[config.mk]
export PLATFORM = sky130hd
export DESIGN_NAME = ifetch_buffer
export DESIGN_NICKNAME = d
export VERILOG_FILES = /design/src/rtl/fetch_pkg.sv /design/src/rtl/ifetch_buffer.sv
export SDC_FILE = /design/constraint.sdc
export NUM_CORES = 1
export LEC_CHECK = 0
export CORE_ASPECT_RATIO = 0.7
export CORE_UTILIZATION = 55
export CTS_CLUSTER_SIZE = 24
export DETAILED_ROUTE_END_ITERATION = 8
export PLACE_DENSITY_LB_ADDON = 0.2
export SYNTH_ARGS = -nofsm -noshare
export SYNTH_HDL_FRONTEND = slang
export SYNTH_SLANG_ARGS = --single-unit
[constraint.sdc]
create_clock -name clk -period 8.4 [get_ports clk]
set_clock_uncertainty 0.15 [all_clocks]
set_input_delay 2.1 -clock clk [delete_from_list [all_inputs] [get_ports clk]]
set_output_delay 2.1 -clock clk [all_outputs]
set_load 0.01 [all_outputs]
[src/rtl/fetch_pkg.sv]
// fetch_pkg: shared fetch-path widths, reset PC and the fetch queue entry layout.
package fetch_pkg;
  localparam int XLEN = 32;
  localparam int ILEN = 32;
  localparam logic [XLEN-1:0] RESET_PC = 32'h8000_0000;
  typedef struct packed {
    logic [XLEN-1:0] pc;
    logic [ILEN-1:0] instr;
    logic            filled;
  } fetch_entry_t;
endpackage

[src/rtl/ifetch_buffer.sv]
// ifetch_buffer: in-order instruction fetch queue between program_counter/imem and decode,
// with stale-response dropping after a redirect.
module ifetch_buffer
  import fetch_pkg::*;
#(
  parameter int DEPTH = 4
) (
  input  logic            clk,
  input  logic            rst,
  input  logic [XLEN-1:0] pc_curr,
  output logic            pc_en,
  input  logic            redirect,
  output logic            imem_req_valid,
  output logic [XLEN-1:0] imem_req_addr,
  input  logic            imem_req_ready,
  input  logic            imem_rsp_valid,
  input  logic [ILEN-1:0] imem_rsp_data,
  output logic            out_valid,
  output logic [ILEN-1:0] out_instr,
  output logic [XLEN-1:0] out_pc,
  input  logic            out_ready
);
  localparam int PW = $clog2(DEPTH);
  localparam int CW = $clog2(DEPTH + 1);
  localparam logic [CW:0] LIMIT = (CW + 1)'(DEPTH);
  fetch_entry_t  r_q [DEPTH];
  logic [PW-1:0] r_alloc, r_fill, r_head;
  logic [CW-1:0] r_used, r_drop_cnt, r_outst;
  logic          w_alloc, w_pop, w_keep;
  logic [CW:0]   w_credit;
  // Dropped-but-pending responses still occupy credits so the queue never overflows.
  assign w_credit       = {1'b0, r_used} + {1'b0, r_drop_cnt};
  assign imem_req_valid = !rst && !redirect && (w_credit < LIMIT);
  assign imem_req_addr  = pc_curr;
  assign w_alloc        = imem_req_valid && imem_req_ready;
  assign pc_en          = w_alloc;
  assign out_valid      = r_q[r_head].filled;
  assign out_instr      = r_q[r_head].instr;
  assign out_pc         = r_q[r_head].pc;
  assign w_pop          = out_valid && out_ready && !redirect;
  assign w_keep         = imem_rsp_valid && (r_drop_cnt == '0);
  always_ff @(posedge clk) begin
    if (rst || redirect) begin
      for (int i = 0; i < DEPTH; i++) r_q[i] <= '0;
      r_alloc    <= '0;
      r_fill     <= '0;
      r_head     <= '0;
      r_used     <= '0;
      r_outst    <= '0;
      r_drop_cnt <= rst ? '0 : r_drop_cnt + r_outst - CW'(imem_rsp_valid);
    end else begin
      if (w_pop) begin
        r_q[r_head] <= '0;
        r_head      <= r_head + PW'(1);
      end
      if (w_alloc) begin
        r_q[r_alloc] <= '{pc: pc_curr, instr: '0, filled: 1'b0};
        r_alloc      <= r_alloc + PW'(1);
      end
      if (w_keep) begin
        r_q[r_fill].instr  <= imem_rsp_data;
        r_q[r_fill].filled <= 1'b1;
        r_fill             <= r_fill + PW'(1);
      end
      if (imem_rsp_valid && !w_keep) r_drop_cnt <= r_drop_cnt - CW'(1);
      r_used  <= r_used + CW'(w_alloc) - CW'(w_pop);
      r_outst <= r_outst + CW'(w_alloc) - CW'(w_keep);
    end
  end
  a_rsp_expected: assert property (@(posedge clk) disable iff (rst)
    imem_rsp_valid |-> (r_drop_cnt != '0 || r_outst != '0));
endmodule

==> results of run 1 <==
cell type report:
type                       instances  area (µm²)  share of cell area
multi-input combinational        411        3850               0.255
inverter                          21        78.8             0.00523
sequential                       277        8150               0.541
clock buffer                      33         739              0.0491
timing repair buffer             183        1790               0.119
clock inverter                    11        80.1             0.00531
tap                              305         382              0.0253
sequential cells by signal, summed over array words and instances (netlist names), named ones only:
name / count
r_alloc: 2
r_head: 2
r_outst: 3
r_used: 3
r_fill: 2
r_q: 260
r_drop_cnt: 3
power groups by stage:
stage | clock network [µW] | logic, µW | registers (µW)
after floorplan | 0 | 195 | 1630
after global placement | 0 | 344 | 1640
after detailed placement | 0 | 356 | 1640
after CTS | 1150 | 358 | 1610
after global routing | 1200 | 382 | 1620
final | 1140 | 355 | 1610
cell usage in the layout (no fill, tap or decap), types with 2 or more instances in the layout:
| cell | instances |
|---|---|
| a21oi_1 | 2 |
| dfxtp_4 | 2 |
| fa_1 | 3 |
| nand2b_2 | 3 |
| xnor2_1 | 7 |
| clkinv_2 | 10 |
| clkbuf_8 | 2 |
| o31ai_1 | 2 |
| mux4_2 | 65 |
| and2_1 | 7 |
| nor2_1 | 14 |
| edfxtp_1 | 259 |
| ha_1 | 19 |
| nand2_1 | 5 |
| clkbuf_16 | 28 |
| nand3_1 | 2 |
| and3_1 | 257 |
| a21o_1 | 3 |
| a221oi_2 | 2 |
| buf_4 | 15 |
| nor2_4 | 2 |
| clkdlybuf4s50_1 | 168 |
| inv_1 | 21 |
| clkbuf_1 | 3 |
| dfxtp_1 | 16 |
| xor2_1 | 2 |
path summary, 6_finish.rpt:
kind	startpoint	endpoint	slack, ns	depth (start not counted)
max	redirect	pc_en	2.31	4
min	r_q[2][0]	r_q[2][0]	0.32	1
max reg2reg	register	r_q[0][29]	4.80	4
min reg2reg	r_q[2][0]	r_q[2][0]	0.32	1
worst register-to-register path, stage by stage, from the launching register on:
cell,delay [ns]
dfxtp_4,1.04
mux4_2,0.72
and4b_4,0.26
a221oi_2,0.34
nand2b_2,0.60
cells by family (layout without fill, tap and decap cells):
family	after synthesis	after routing	share of synthesized area
simple gates	301	301	0.148
flops	277	277	0.646
buf+inv	123	248	0.0495
mux	66	66	0.117
fa+ha+maj	22	22	0.0236
compound gates	12	12	0.00814
xor+xnor	10	10	0.00815
metrics by stage:
step	setup slack [ns]	cells	power, µW
2_1_floorplan	3.02	811	1830
3_3_place_gp	2.38	1197	1980
3_5_place_dp	2.31	1197	2000
4_1_cts	2.30	1241	3120
5_1_grt	2.21	1241	3200
6_report	2.31	1241	3110
layer usage:
layer	part of all wire	global-route usage
met1	0.43	0.311
met2	0.49	0.383
met3	0.063	0.0374
met4	0.017	0.0569
met5	0	0
==> impl_results.md, run 1 <==
- Vias: 7334
- DPL Wire Length: 14.8 mm
- Largest net degree at the start of global routing: 137
- Slew Limit Fails: 0
- Grt total ovfl: 0
- Worst slew pin tran: 1.30 ns
- Post-Syn Nets: 903
- Clock Latency Late Sink: 0.53 ns
- Count leader, synth: edfxtp_1
- Die W: 183 µm
- NetSw: 693 µW
- Core Area: 0.0221 mm²
- Starting DRT DRC Count: 567
- Pwr Density: 206 mW/mm²
- EDFF count, synth: 259
- Int Pwr: 2410 µW
- Sequential power share: 0.519
- Critical Path RT: 6.15 ns
- Hold WS: 0.315 ns
- Number of global-route vias before repair: 7612
- First-pass GRT wire length: 40.7 mm
- Top cells by count, synth: 259 x edfxtp_1, 257 x and3_1, 65 x mux4_2
- Cell count after synthesis: 811
- CP bufs+invs: 2
- DIE AREA: 0.0235 mm²
- Leakage: 0.00648 µW
- IO Pins: 169
- Top cell family by delay on the critical path: buffers and inverters
- Status: finished clean
- Synth top area share: 0.617
- Layout area overhead: 19.6%
- Clock network fraction of total power: 0.367
- Via density: 5.91
- CP peak stage delay: 0.62 ns
- Crit path max fanout: 10
- Port Buffers: 168
- Fill cells: 1532
- Post CTS Setup Buffer Count: 0
- Hold Violations, Final: 0
- First-pass DRT Iterations: 5
- Design area: 0.0151 mm²
- Synth Area per Inst: 15.5 µm²
- Crit path kind: input pin to output port
- Final Util: 0.683
- Top post-synthesis cells by area: edfxtp_1 62%, and3_1 13%, mux4_2 12%, dfxtp_1 2.9%, buf_4 2.0%
- H-Tree Level Count: 1
- Min cycle time layout: 6.09 ns
- Yosys warning count: 0
- Switching Share: 0.223
- Die Y: 129 µm
- Post-cts sizing count: 0
- #FFs+latches synth: 277
- Hold-fix buffers, CTS: 0
- Gr usage total: 0.226
- Final Setup Violations: 0
- Slew margin rel.: 0.136
- Clock net sink count: 277
- Crit path top cell by count: clkdlybuf4s50_1
- Max VDD drop: 0.000155 V
- Final setup TNS: 0 ns
- Unrepaired setup endpoints after global routing: false
- Initial cell density of the core: 0.571
- Clock root buffer: clkbuf_16
- Proportion of layout cells with a drive suffix above 1: 0.144
- Max-cap violations: 0
- Reg clk slew, reported paths: 0.07 ns
- CTS Buf Count: 26
- Main synth FF type: edfxtp_1
- Crit share post-route: 0.726
- Initial antenna violation count: 0
- Highest clock rate: 0.164 GHz
- Drt drc: 0
- Slowest-stage cell, CP: clkdlybuf4s50_1
- Layout Nets: 1012
- WL/cell: 21.2 µm
- Combinational fraction of design power: 0.114
- Cell chain of the critical path: clkdlybuf4s50_1, nor2_4, and4_4, clkdlybuf4s50_1
- Area post-placement: 0.0142 mm²
- Synthesized area: 0.0126 mm²
- Hold crit path type: register to register
- CP Launch Type: input pin
- CTS tree: yes
- Site Rows: 45
- Worst EP arrival: 3.84 ns
- Placer Congestion: 0.780
- Ys async rst share: 0
- CTS Buffer Depth: 3
- Antenna Violating Nets Remaining: 0
- Nature of the critical path endpoint: output port
- ANT cells: 0
- Register area share after synthesis: 0.646
- Detailed Route WL: 26.4 mm
- Count of different cell masters after synthesis: 39
- Leading area contributor after synthesis: edfxtp_1
Power figures use the tool's default switching activity.
==> run 2, diff against run 1 <==
--- a/config.mk
+++ b/config.mk
@@ -6,7 +6,7 @@
 export NUM_CORES = 1
 export LEC_CHECK = 0
 export CORE_ASPECT_RATIO = 0.7
-export CORE_UTILIZATION = 55
+export CORE_UTILIZATION = 50
 export CTS_CLUSTER_SIZE = 24
 export DETAILED_ROUTE_END_ITERATION = 8
 export PLACE_DENSITY_LB_ADDON = 0.2
==> constraint.sdc (replaced) <==
create_clock -name clk -period 5.21 [get_ports clk]
set_clock_uncertainty 0.15 [all_clocks]
set_input_delay 1.3025 -clock clk [delete_from_list [all_inputs] [get_ports clk]]
set_output_delay 1.3025 -clock clk [all_outputs]
set_load 0.01 [all_outputs]
==> run 2 against run 1 <==
  * Combinational power is 65% higher
  * Non-clock buffer count is 9 higher
  * Sequential cell count stayed put
  * Via count is 1.5% lower
  * Routed wire length is 1.1% higher
  * Register-to-register slack worse by 3.0 ns
  * Largest power group unchanged
  * Highest routed layer unchanged
==> impl_results.md, run 2 (synthesized netlist as in run 1, its figures left out) <==
- Post CTS Setup Buffer Count: 0 (unchanged)
- Max VDD drop: 0.000248 V (was 0.000155 V)
- Critical Path RT: 3.76 ns (was 6.15 ns)
- Final worst-path setup slack: 0.720 ns (was 2.31 ns)
- Clock root buffer: clkbuf_16 (unchanged)
- Commonest non-fill, non-tap cell in the layout: edfxtp_1 (unchanged)
- Cell chain of the critical path: clkdlybuf4s50_1, nor2_4, and4_2, clkdlybuf4s50_1 (was clkdlybuf4s50_1, nor2_4, and4_4, clkdlybuf4s50_1)
- WL/cell: 20.8 µm (was 21.2 µm)
- CTS Buffer Depth: 3 (unchanged)
- Gr usage total: 0.209 (was 0.226)
- Pwr Density: 342 mW/mm² (was 206 mW/mm²)
- Placer Congestion: 0.757 (was 0.780)
- Reg clk slew, reported paths: 0.06 ns (was 0.07 ns)
- Slew Limit Fails: 0 (unchanged)
- Number of flip-flops in the largest register: 260 (unchanged)
- Starting DRT DRC Count: 479 (was 567)
- Final setup TNS: 0 ns (unchanged)
- Hold Violations, Final: 0 (unchanged)
- Final Setup Violations: 0 (unchanged)
- CP peak stage delay: 0.60 ns (was 0.62 ns)
- Layout area overhead: 22.4% (was 19.6%)
- Core Area: 0.0247 mm² (was 0.0221 mm²)
- Initial antenna violation count: 0 (unchanged)
- Post-cts sizing count: 0 (unchanged)
- CP bufs+invs: 2 (unchanged)
- R2R Path Start: r_drop_cnt[2]
- Crit share post-route: 0.862
- Drt drc: 0 (unchanged)
- Layout Nets: 1023 (was 1012)
- Critical path launch point: redirect (unchanged)
- Hold-fix buffers, CTS: 0 (unchanged)
- Reg with most FFs: r_q (unchanged)
- Most frequent cells in the layout: 259 x edfxtp_1, 257 x and3_1, 168 x clkdlybuf4s50_1, 65 x mux4_2, 28 x clkbuf_16 (unchanged)
- Min cycle time layout: 4.49 ns
- CTS tree: yes (unchanged)
- First-pass DRT Iterations: 5 (unchanged)
- Die Y: 135 µm (was 129 µm)
- Slew margin rel.: 0.552 (was 0.136)
- Hold Startpoint: r_q[0][0] (was r_q[2][0])
- First-pass GRT wire length: 41.6 mm (was 40.7 mm)
- Worst Setup Slack post-DPL: 0.553 ns (was 2.31 ns)
- Clock Latency Late Sink: 0.53 ns (about the same)
- IO Pins: 169 (unchanged)
- Crit path max fanout: 10 (unchanged)
- Proportion of layout cells with a drive suffix above 1: 0.152 (was 0.144)
- Port Buffers: 168 (unchanged)
- Leakage: 0.00662 µW (was 0.00648 µW)
- Detailed Route WL: 26.6 mm (was 26.4 mm)
- Crit path kind: input pin to output port (unchanged)
- Die W: 192 µm (was 183 µm)
- Top cell family by delay on the critical path: buffers and inverters (unchanged)
- Hold crit path type: register to register (unchanged)
- Worst slew pin tran: 0.673 ns (was 1.30 ns)
- ANT cells: 0 (unchanged)
- Unrepaired setup endpoints after global routing: false (unchanged)
- CP Launch Type: input pin (unchanged)
- Antenna Violating Nets Remaining: 0 (unchanged)
- Vias: 7224 (was 7334)
- Crit path top cell by count: clkdlybuf4s50_1 (unchanged)
- Clock net sink count: 277 (unchanged)
- Status: finished clean (unchanged)
- Via density: 5.65 (was 5.91)
- H-Tree Level Count: 1 (unchanged)
- DIE AREA: 0.0258 mm² (was 0.0235 mm²)
- Highest clock rate: 0.223 GHz
- Max-cap violations: 0 (unchanged)
- Worst EP arrival: 3.04 ns (was 3.84 ns)
- Nature of the critical path endpoint: output port (unchanged)
- DPL Wire Length: 15.3 mm (was 14.8 mm)
- Slowest-stage cell, CP: clkdlybuf4s50_1 (unchanged)
- Site Rows: 48 (was 45)
- Initial cell density of the core: 0.510 (was 0.571)
- Number of global-route vias before repair: 7310 (was 7612)
- Largest net degree at the start of global routing: 88 (was 137)
- Grt total ovfl: 0 (unchanged)
- CTS Buf Count: 28 (was 26)
==> run 2: routing by layer <==
metal,GRT usage,wire length (µm),up-vias
li1,-,-,3360
met1,0.315,12200,3623
met2,0.328,12600,206
met3,0.0281,1490,35
met4,0.0445,434,0
met5,0,0,-
==> run 2: path summary, 6_finish.rpt <==
check                             endpoint  slack [ns]  cells after the start
worst max-delay path                 pc_en        0.72                      4
worst min-delay path             r_q[0][0]        0.31                      1
worst max register to register  r_outst[2]        1.80                     10
worst min register to register   r_q[0][0]        0.31                      1
==> run 2: report_power, final <==
group	internal (µW)	switching, µW
registers	2560	41.5
clock network	1230	848
logic	298	287
==> run 2: area by class of cell <==
type / count / area [µm²]
inverter: 21 / 78.8
sequential: 277 / 8140
timing repair buffer: 192 / 1990
clock buffer: 29 / 704
multi-input combinational: 411 / 3840
clock inverter: 23 / 253
fill: 1857 / 9270
tap: 325 / 407
==> run 2: through the flow <==
step	hold WS, ns	std cells	power (µW)	util	instance area, µm²
global placement	0.283	1226	3230	0.586	14500
CTS	0.305	1278	5300	0.624	15400
floorplan	0.271	811	2950	-	12600
finish	0.310	1278	5260	0.624	15400
detailed placement	0.290	1226	3240	0.586	14500
global route	0.338	1278	5430	0.624	15400
